## src/rtl/rf_ctrl_pkg.sv

```systemverilog
// Shared register-file control types: widths, address/data types and the
// write-source tag, plus the x0-masked one-hot decode used by the scoreboard.
package rf_ctrl_pkg;

   localparam int XLEN   = 32;
   localparam int REG_AW = 5;
   localparam int NREGS  = 1 << REG_AW;

   typedef logic [REG_AW-1:0] reg_addr_t;
   typedef logic [XLEN-1:0]   xlen_t;

   typedef enum logic {
      SRC_WB  = 1'b0,
      SRC_MDU = 1'b1
   } src_t;

   // x0 never decodes, so it can never become busy
   function automatic logic [NREGS-1:0] reg_onehot(input reg_addr_t addr, input logic en);
      logic [NREGS-1:0] vec;
      vec = '0;
      if (en && (addr != '0)) begin
         vec[addr] = 1'b1;
      end else begin
         vec = '0;
      end
      return vec;
   endfunction

endpackage

```

## src/rtl/rf_wr_scheduler_if.sv

```systemverilog
// Bundle of the WB/MDU write requests, MDU issue, hazard read ports and the
// register-file write port seen by the write scheduler.
interface rf_wr_scheduler_if;
   import rf_ctrl_pkg::*;

   logic      wb_valid;
   logic      wb_ready;
   reg_addr_t wb_rd;
   xlen_t     wb_data;

   logic      mdu_valid;
   logic      mdu_ready;
   reg_addr_t mdu_rd;
   xlen_t     mdu_data;

   logic      iss_valid;
   reg_addr_t iss_rd;

   reg_addr_t rs1_addr;
   reg_addr_t rs2_addr;
   logic      rs1_busy;
   logic      rs2_busy;

   logic      rf_wr_en;
   reg_addr_t rf_rd_addr;
   xlen_t     rf_wr_data;
   logic      sb_err;

   modport master (
      output wb_valid, wb_rd, wb_data,
      output mdu_valid, mdu_rd, mdu_data,
      output iss_valid, iss_rd,
      output rs1_addr, rs2_addr,
      input  wb_ready, mdu_ready, rs1_busy, rs2_busy,
      input  rf_wr_en, rf_rd_addr, rf_wr_data, sb_err
   );

   modport slave (
      input  wb_valid, wb_rd, wb_data,
      input  mdu_valid, mdu_rd, mdu_data,
      input  iss_valid, iss_rd,
      input  rs1_addr, rs2_addr,
      output wb_ready, mdu_ready, rs1_busy, rs2_busy,
      output rf_wr_en, rf_rd_addr, rf_wr_data, sb_err
   );

endinterface

```

## src/rtl/rf_scoreboard.sv

```systemverilog
// Per-register busy bits for in-flight MDU destinations, two hazard read ports
// and combinational detection of scoreboard protocol violations.
module rf_scoreboard
   import rf_ctrl_pkg::*;
(
   input  logic      clk,
   input  logic      reset,
   input  logic      set_en_i,
   input  reg_addr_t set_addr_i,
   input  logic      clr_en_i,
   input  reg_addr_t clr_addr_i,
   input  reg_addr_t rd1_addr_i,
   input  reg_addr_t rd2_addr_i,
   output logic      rd1_busy_o,
   output logic      rd2_busy_o,
   input  logic      wb_chk_en_i,
   input  reg_addr_t wb_chk_addr_i,
   input  logic      mdu_chk_en_i,
   input  reg_addr_t mdu_chk_addr_i,
   output logic      viol_o
);

   logic [NREGS-1:0] busy_q;
   logic [NREGS-1:0] busy_d;
   logic [NREGS-1:0] set_vec_s;
   logic [NREGS-1:0] clr_vec_s;
   logic             iss_viol_s;
   logic             wb_viol_s;
   logic             mdu_viol_s;

   // Next busy vector: a set on the same edge as a clear keeps the bit busy
   always_comb begin
      set_vec_s = reg_onehot(set_addr_i, set_en_i);
      clr_vec_s = reg_onehot(clr_addr_i, clr_en_i);
      busy_d    = set_vec_s | (busy_q & ~clr_vec_s);
   end

   // Busy vector register
   always_ff @(posedge clk or posedge reset) begin
      if (reset) begin
         busy_q <= '0;
      end else begin
         busy_q <= busy_d;
      end
   end

   // Hazard read ports and violation detection against the current busy state
   always_comb begin
      rd1_busy_o = busy_q[rd1_addr_i];
      rd2_busy_o = busy_q[rd2_addr_i];
      iss_viol_s = set_en_i && (set_addr_i != '0) && busy_q[set_addr_i] && !clr_vec_s[set_addr_i];
      wb_viol_s  = wb_chk_en_i && (wb_chk_addr_i != '0) && busy_q[wb_chk_addr_i];
      mdu_viol_s = mdu_chk_en_i && (mdu_chk_addr_i != '0) && !busy_q[mdu_chk_addr_i];
      viol_o     = iss_viol_s || wb_viol_s || mdu_viol_s;
   end

endmodule

```

## src/rtl/rf_wr_scheduler.sv

```systemverilog
// Register-file write-port scheduler: WB-priority arbiter with MDU starvation
// guard, registered write port, sticky scoreboard error and busy scoreboard.
module rf_wr_scheduler
   import rf_ctrl_pkg::*;
#(
   parameter int STARVE_LIMIT = 4
) (
   input logic              clk,
   input logic              reset,
   rf_wr_scheduler_if.slave bus
);

   localparam int CNT_W = $clog2(STARVE_LIMIT + 1);
   typedef logic [CNT_W-1:0] cnt_t;
   localparam cnt_t CNT_MAX = cnt_t'(STARVE_LIMIT);

   cnt_t      starve_q;
   cnt_t      starve_d;
   logic      force_s;
   logic      grant_mdu_s;
   logic      grant_wb_s;

   logic      wr_en_q;
   logic      wr_en_d;
   reg_addr_t addr_q;
   reg_addr_t addr_d;
   xlen_t     data_q;
   xlen_t     data_d;
   src_t      src_q;
   src_t      src_d;
   logic      err_q;
   logic      err_d;

   logic      clr_en_s;
   logic      viol_s;

   // WB normally wins; the MDU is forced through once it has been denied STARVE_LIMIT times
   always_comb begin
      force_s     = bus.mdu_valid && (starve_q == CNT_MAX);
      grant_mdu_s = bus.mdu_valid && (force_s || !bus.wb_valid);
      grant_wb_s  = bus.wb_valid && !grant_mdu_s;
   end

   // Starvation counter next state: saturating count of consecutive MDU denials
   always_comb begin
      starve_d = '0;
      if (bus.mdu_valid && !grant_mdu_s) begin
         if (starve_q == CNT_MAX) begin
            starve_d = starve_q;
         end else begin
            starve_d = starve_q + cnt_t'(1);
         end
      end else begin
         starve_d = '0;
      end
   end

   // Write-port next state: address/data/source hold when nothing is granted
   always_comb begin
      wr_en_d = 1'b0;
      addr_d  = addr_q;
      data_d  = data_q;
      src_d   = src_q;
      if (grant_mdu_s) begin
         wr_en_d = (bus.mdu_rd != '0);
         addr_d  = bus.mdu_rd;
         data_d  = bus.mdu_data;
         src_d   = SRC_MDU;
      end else if (grant_wb_s) begin
         wr_en_d = (bus.wb_rd != '0);
         addr_d  = bus.wb_rd;
         data_d  = bus.wb_data;
         src_d   = SRC_WB;
      end else begin
         wr_en_d = 1'b0;
      end
      err_d = err_q || viol_s;
   end

   // State and output registers
   always_ff @(posedge clk or posedge reset) begin
      if (reset) begin
         starve_q <= '0;
         wr_en_q  <= 1'b0;
         addr_q   <= '0;
         data_q   <= '0;
         src_q    <= SRC_WB;
         err_q    <= 1'b0;
      end else begin
         starve_q <= starve_d;
         wr_en_q  <= wr_en_d;
         addr_q   <= addr_d;
         data_q   <= data_d;
         src_q    <= src_d;
         err_q    <= err_d;
      end
   end

   // A busy bit retires at the end of the cycle its MDU result is written
   assign clr_en_s = wr_en_q && (src_q == SRC_MDU);

   rf_scoreboard u_scoreboard (
      .clk            (clk),
      .reset          (reset),
      .set_en_i       (bus.iss_valid),
      .set_addr_i     (bus.iss_rd),
      .clr_en_i       (clr_en_s),
      .clr_addr_i     (addr_q),
      .rd1_addr_i     (bus.rs1_addr),
      .rd2_addr_i     (bus.rs2_addr),
      .rd1_busy_o     (bus.rs1_busy),
      .rd2_busy_o     (bus.rs2_busy),
      .wb_chk_en_i    (grant_wb_s),
      .wb_chk_addr_i  (bus.wb_rd),
      .mdu_chk_en_i   (grant_mdu_s),
      .mdu_chk_addr_i (bus.mdu_rd),
      .viol_o         (viol_s)
   );

   assign bus.wb_ready   = grant_wb_s;
   assign bus.mdu_ready  = grant_mdu_s;
   assign bus.rf_wr_en   = wr_en_q;
   assign bus.rf_rd_addr = addr_q;
   assign bus.rf_wr_data = data_q;
   assign bus.sb_err     = err_q;

endmodule

```

## src/flat_wrapper.sv

```systemverilog
// flat-port wrapper written by rule: the top's interface ports become plain ports
module rf_wr_scheduler_flat import rf_ctrl_pkg::*;
#(
   parameter int STARVE_LIMIT = 4
)
  (clk, reset, bus_wb_valid, bus_wb_rd, bus_wb_data, bus_mdu_valid, bus_mdu_rd, bus_mdu_data, bus_iss_valid, bus_iss_rd, bus_rs1_addr, bus_rs2_addr, bus_wb_ready, bus_mdu_ready, bus_rs1_busy, bus_rs2_busy, bus_rf_wr_en, bus_rf_rd_addr, bus_rf_wr_data, bus_sb_err);
  rf_wr_scheduler_if bus_i ();
  input logic clk;
  input logic reset;
  input wire logic [$bits(bus_i.wb_valid)-1:0] bus_wb_valid;
  input wire logic [$bits(bus_i.wb_rd)-1:0] bus_wb_rd;
  input wire logic [$bits(bus_i.wb_data)-1:0] bus_wb_data;
  input wire logic [$bits(bus_i.mdu_valid)-1:0] bus_mdu_valid;
  input wire logic [$bits(bus_i.mdu_rd)-1:0] bus_mdu_rd;
  input wire logic [$bits(bus_i.mdu_data)-1:0] bus_mdu_data;
  input wire logic [$bits(bus_i.iss_valid)-1:0] bus_iss_valid;
  input wire logic [$bits(bus_i.iss_rd)-1:0] bus_iss_rd;
  input wire logic [$bits(bus_i.rs1_addr)-1:0] bus_rs1_addr;
  input wire logic [$bits(bus_i.rs2_addr)-1:0] bus_rs2_addr;
  output wire logic [$bits(bus_i.wb_ready)-1:0] bus_wb_ready;
  output wire logic [$bits(bus_i.mdu_ready)-1:0] bus_mdu_ready;
  output wire logic [$bits(bus_i.rs1_busy)-1:0] bus_rs1_busy;
  output wire logic [$bits(bus_i.rs2_busy)-1:0] bus_rs2_busy;
  output wire logic [$bits(bus_i.rf_wr_en)-1:0] bus_rf_wr_en;
  output wire logic [$bits(bus_i.rf_rd_addr)-1:0] bus_rf_rd_addr;
  output wire logic [$bits(bus_i.rf_wr_data)-1:0] bus_rf_wr_data;
  output wire logic [$bits(bus_i.sb_err)-1:0] bus_sb_err;
  assign bus_i.wb_valid = bus_wb_valid;
  assign bus_i.wb_rd = bus_wb_rd;
  assign bus_i.wb_data = bus_wb_data;
  assign bus_i.mdu_valid = bus_mdu_valid;
  assign bus_i.mdu_rd = bus_mdu_rd;
  assign bus_i.mdu_data = bus_mdu_data;
  assign bus_i.iss_valid = bus_iss_valid;
  assign bus_i.iss_rd = bus_iss_rd;
  assign bus_i.rs1_addr = bus_rs1_addr;
  assign bus_i.rs2_addr = bus_rs2_addr;
  assign bus_wb_ready = bus_i.wb_ready;
  assign bus_mdu_ready = bus_i.mdu_ready;
  assign bus_rs1_busy = bus_i.rs1_busy;
  assign bus_rs2_busy = bus_i.rs2_busy;
  assign bus_rf_wr_en = bus_i.rf_wr_en;
  assign bus_rf_rd_addr = bus_i.rf_rd_addr;
  assign bus_rf_wr_data = bus_i.rf_wr_data;
  assign bus_sb_err = bus_i.sb_err;
  rf_wr_scheduler #(.STARVE_LIMIT(STARVE_LIMIT)) u_core (.clk(clk), .reset(reset), .bus(bus_i));
endmodule
```

## config.mk

```make
export PLATFORM = sky130hd
export DESIGN_NAME = rf_wr_scheduler_flat
export DESIGN_NICKNAME = d
export VERILOG_FILES = /design/src/rtl/rf_ctrl_pkg.sv /design/src/rtl/rf_wr_scheduler_if.sv /design/src/rtl/rf_scoreboard.sv /design/src/rtl/rf_wr_scheduler.sv /design/src/flat_wrapper.sv
export SDC_FILE = /design/constraint.sdc
export NUM_CORES = 1
export LEC_CHECK = 0
export ABC_AREA = 1
export BUFFER_PORTS_ARGS = -buffer_cell sky130_fd_sc_hd__buf_2
export CORE_UTILIZATION = 47
export DETAILED_ROUTE_END_ITERATION = 6
export HOLD_SLACK_MARGIN = 0.1
export PLACE_DENSITY = 0.76
export SKIP_LAST_GASP = 1
export SLEW_MARGIN = 20
export SYNTH_ARGS = -nofsm -noshare
export SYNTH_HDL_FRONTEND = slang
export SYNTH_SLANG_ARGS = --single-unit
```

## constraint.sdc

```tcl
create_clock -name clk -period 3.2 [get_ports clk]
set_input_delay 0.32 -clock clk [delete_from_list [all_inputs] [get_ports clk]]
set_output_delay 0.32 -clock clk [all_outputs]
set_load 0.005 [all_outputs]
```

Word-level counts from Yosys, hierarchy flattened --
Index checks and enable logic that the tools add are counted. Widths: inputs -> output; s select.
Storage, ports and cells: bits in read-only memories 0, bits in writable memories 0, memories kept 0, input port bits 94, flip-flop bits (word level) 75, latch bits 0
Operators by class: equality and inequality tests 2, shift operators 0, multipliers 0, add/sub/neg operators 1, $lt $le $gt $ge 8, muxes and demuxes 28, reductions and logical operators 28, bitwise operators 3, divide/modulo/power cells 0
Operator list (count):
- $mux 32 | 4
- $lt 5x6->1 const B | 6
- $and 32x32->32 | 1
- $not 32->32 | 1
- $or 32x32->32 | 1
- $bmux 1 s5 | 6
- $reduce_bool 5->1 | 4
- $logic_and 1x1->1 | 15
- $mux 1 | 12
- $demux 1 s5 | 2
- $ge 5x1->1 const B | 2
- $mux 5 | 2
- $mux 3 | 2
- $logic_not 1->1 | 4
- $logic_or 1x1->1 | 4
- $add 3x1->3 const B | 1
- $eq 3x3->1 const B | 1
- $ne 2x2->1 const B | 1
- $reduce_bool 2->1 | 1

Logic depth before layout (Yosys ltp) --
word-level depth 12, gate-level depth with buffers 14, mapped depth without buffers 13

Modules after synthesis --
Synthesis repeated with hierarchy kept, for this count alone.
Second synthesis, totals: cell total of the unflattened synthesis 908, area, all modules 5522.8 µm²
Modules (own cells, without submodules):
- rf_scoreboard | cells an instance 596, sequential area each 800.8 µm², times used 1, area each 3315.7 µm²
- rf_wr_scheduler | cells an instance 312, sequential area each 1076.0 µm², times used 1, area each 2207.1 µm²

Worst setup path after synthesis --
Ideal clock, no wire load.
path kind reg-to-output, from reg u_core.starve_q[0], to out bus_mdu_ready, cell stages (with the launch flop) 8, slack 1.695 ns, data required time 2.880 ns, arrival time 1.185 ns, cells stage by stage dfrtp_1 -> inv_1 -> ha_1 -> nand2_1 -> o21ai_1 -> inv_2 -> nor2_4 -> buf_2
On the way: longest elaborated chain between the ends 4
Ends and longest elaborated chain:
- start: declaration | line rf_wr_scheduler.sv:17 | cnt_t starve_q;
- start signal: assignment | line rf_wr_scheduler.sv:90 | starve_q <= starve_d;
- $eq 3x3->1 | line rf_wr_scheduler.sv:39 | force_s = bus.mdu_valid && (starve_q == CNT_MAX);
- $logic_and 1x1->1 | line rf_wr_scheduler.sv:39
- $logic_or 1x1->1 | line rf_wr_scheduler.sv:40 | grant_mdu_s = bus.mdu_valid && (force_s || !bus.wb_valid);
- $logic_and 1x1->1 | line rf_wr_scheduler.sv:40
- end: declaration | line flat_wrapper.sv:21 | output wire logic [$bits(bus_i.mdu_ready)-1:0] bus_mdu_ready;
No other way between the ends.

Worst setup path in the final report --
Ends and elaborated chain as after synthesis.

==> metrics.yaml <==
status: "finished, final reports clean"
ff2ff_setup_slack_ns: 1.29
start_util: 0.489
ys_warn_count: 0
r2r_start: "u_core.starve_q[0]$_DFFE_PP0P_"
fin_crit_ns: 2.21
fin_skew_ns: 0.00633
cp-end-kind: "primary output"
setup_slack_ns: 0.988
ys_seq_area_frac: 0.348
htree_levels: 3
first_global_vias: 5551
mostFrequentLayoutCell: "nand2_1"
rr_worst_depth: 9
place_congestion: 0.959
drtAntennaViolNets: 0
portBuffers: 136
path_buf_inv: 3
fill_cells: 1102
power_frac_seq: 0.421
rr_endpoint: "u_core.bus.rf_wr_data[18]$_DFFE_PP0P_"
p_sw_mw: 1.21
drc: 0
tightest_slew_ns: 0.842
vias_per_cell: 5.80
max_cap_viol_count: 0
cts_resized: 0
worst_setup_path_start_kind: "register"
clockRootBuffer: "clkbuf_16"
drt-wirelength-per-cell_um: 16.6
worstSetupPathType: "register to primary output"
required_ns: 2.88
drt_iter0_drc: 730
slowest_stage: "dfrtp_1"
ir_drop_mv: 0.309
setup.worst_path.start: "u_core.starve_q[0]$_DFFE_PP0P_"
timing.slew.headroom: 0.438
insertion_delay_ns: 0.34
dp_hpwl_mm: 12.9
crit_chain: "inv_1 -> ha_1 -> nand2_1 -> o21ai_1 -> inv_2 -> nor2_4 -> buf_2"
syn_to_final_growth_pct: 18.1
dr.pass1.iters: 6
setup-violations-final: 0
syn_inst: 828
crit_family: "simple AND/OR/NAND/NOR gates"
p_comb_frac: 0.266
grt_overflow: 0
rows: 38
cts_sinks: 75
grt_start_max_net_pins: 53
final_nets: 1034
switching_share: 0.384
syn_avg_cell_area_um2: 6.52
grt_pass1_wl_mm: 28.1
synth_cell_types: 32
die_h_um: 109
vias: 6279
max_stage_delay_ns: 0.40
holdBufCountCts: 0
postCtsSetupBuffers: 0
coreArea_mm2: 0.0110
cts.clk_slew.worst_paths_ns: 0.07
ioPinCount: 137
p_leak_nw: 3.07
cts_tree: "yes"
syn_area_mm2: 0.00540
timing.fmax_ghz: 0.452
drive_above_1_share: 0.191
slew_violations: 0
grt_use_total: 0.309
yosys_register_bits: 75
place_ws_ns: 1.05
drt-total-wl_mm: 18.0
hold_viol: 0
die_x_um: 109
dieArea_mm2: 0.0119
intPower_mw: 1.95
cp_max_fo: 21
clock_path_buffers: 2
antenna_found_initial: 0
layout_common_cells: "nand2_1, o21ai_0, buf_2, dfrtp_1, nand3_1"
cp-endpoint: "bus_mdu_ready"
fin_crit_sh: 0.691
min_path_type: "input port to asynchronous set/reset pin"
antenna_cells: 0
grt_setup_unrepaired: "no"
power_density_mw_per_mm2: 495
p_clk_frac: 0.312
cp_num_cells: 7
worstPathArrival_ns: 1.89
setup_tns_ns: 0
numCtsBuffers: 9
syn-num-nets: 924
[worst min-delay path by stage]
stage / from / to / slack [ns] / depth (start not counted)
after floorplan: u_core.starve_q[0]$_DFFE_PP0P_ / u_core.starve_q[0]$_DFFE_PP0P_ / 0.43 / 1
after global placement: u_core.u_scoreboard.busy_q[0]$_DFF_PP0_ / u_core.u_scoreboard.busy_q[0]$_DFF_PP0_ / 0.45 / 0
after detailed placement: u_core.u_scoreboard.busy_q[0]$_DFF_PP0_ / u_core.u_scoreboard.busy_q[0]$_DFF_PP0_ / 0.45 / 0
after CTS: reset / u_core.bus.rf_wr_data[25]$_DFFE_PP0P_ / 0.19 / 2
after global routing: bus_mdu_data[19] / u_core.bus.rf_wr_data[19]$_DFFE_PP0P_ / 0.22 / 3
final: reset / u_core.bus.rf_wr_data[24]$_DFFE_PP0P_ / 0.15 / 2
[logic make-up (layout without fill, tap and decap cells)]
family	after synthesis	in the layout	share of synthesized area
xor+xnor	1	1	0.00162
flops	75	75	0.348
fa+ha+maj	2	2	0.00463
buf+inv	124	239	0.0966
compound gates	244	244	0.250
simple gates	382	382	0.299
[sequential cells by signal (all words and copies together), names as in the netlist]
name,count
u_core.bus.rf_wr_data,32
u_core.u_scoreboard.busy_q,32
u_core.bus.rf_rd_addr,5
u_core.starve_q,3
u_core.bus.rf_wr_en,1
u_core.bus.sb_err,1
u_core.src_q,1
[worst reg2reg max path, cell delays in order, from the launching register on]
cell and delay, ns:
dfrtp_1 0.40, inv_1 0.06, ha_1 0.15, nand2_1 0.06
o21ai_1 0.20, inv_2 0.09, nor2_4 0.38, buf_12 0.28
nand2_1 0.10, o211ai_1 0.10
[power by group through the flow]
stage / Combinational, mW / Sequential, mW / Clock (mW)
after floorplan: 0.549 / 1.23 / 0
after global routing: 0.950 / 1.34 / 1.03
after CTS: 0.826 / 1.32 / 0.984
after detailed placement: 0.822 / 1.33 / 0
final: 0.841 / 1.33 / 0.986
after global placement: 0.812 / 1.33 / 0
[routing by layer]
| layer | GRT usage | wire (um) | up-vias |
|---|---|---|---|
| met4 | 0.125 | 626 | 0 |
| met2 | 0.473 | 8100 | 370 |
| met3 | 0.0598 | 1690 | 56 |
| li1 | - | - | 3009 |
| met5 | 0 | 0 | - |
| met1 | 0.429 | 7570 | 2844 |
[stage by stage]
step | cells | util | cell area [um2] | power [mW] | hold slack (ns)
2_1_floorplan | 828 | - | 5400 | 1.78 | 0.430
3_3_place_gp | 1067 | 0.552 | 6090 | 2.14 | 0.450
3_5_place_dp | 1067 | 0.552 | 6090 | 2.15 | 0.454
4_1_cts | 1083 | 0.578 | 6380 | 3.12 | 0.193
5_1_grt | 1083 | 0.578 | 6380 | 3.32 | 0.215
6_report | 1083 | 0.578 | 6380 | 3.16 | 0.149
[cell type report]
| class | instances | area, um2 | area share |
|---|---|---|---|
| well taps | 140 | 175 | 0.0275 |
| inverters | 82 | 308 | 0.0483 |
| multi-input cells | 629 | 3000 | 0.471 |
| clock buffers | 9 | 225 | 0.0353 |
| repair buffers | 141 | 731 | 0.115 |
| clock inverters | 7 | 57.6 | 0.00903 |
| flip-flops and latches | 75 | 1880 | 0.294 |
[cell usage after synthesis]
cell type  count  share of area
a211oi_1       2         0.0028
a21oi_1       48          0.044
a31oi_1        2         0.0023
a32o_1         3         0.0056
and2_1         1         0.0012
buf_2         23          0.021
buf_4          5         0.0070
buf_6          1         0.0021
clkbuf_1      12         0.0083
clkbuf_2       1        0.00093
clkinv_1       1        0.00069
dfrtp_1       75           0.35
ha_1           2         0.0046
inv_1         71          0.049
inv_2         10         0.0070
nand2_1      234           0.16
nand2_2        1         0.0012
nand3_1       74          0.069
nand4_1        4         0.0046
nor2_1        43          0.030
nor2_2         2         0.0023
nor2_4         4         0.0083
nor3_1        15          0.014
nor3_2         3         0.0056
o2111ai_1      1         0.0016
o211ai_1      37          0.051
o21ai_0      138           0.13
o21ai_1        7         0.0065
o22ai_1        4         0.0046
o31ai_1        2         0.0028
or2_2          1         0.0012
xnor2_1        1         0.0016
No activity file was read; power rests on OpenSTA's default activity.
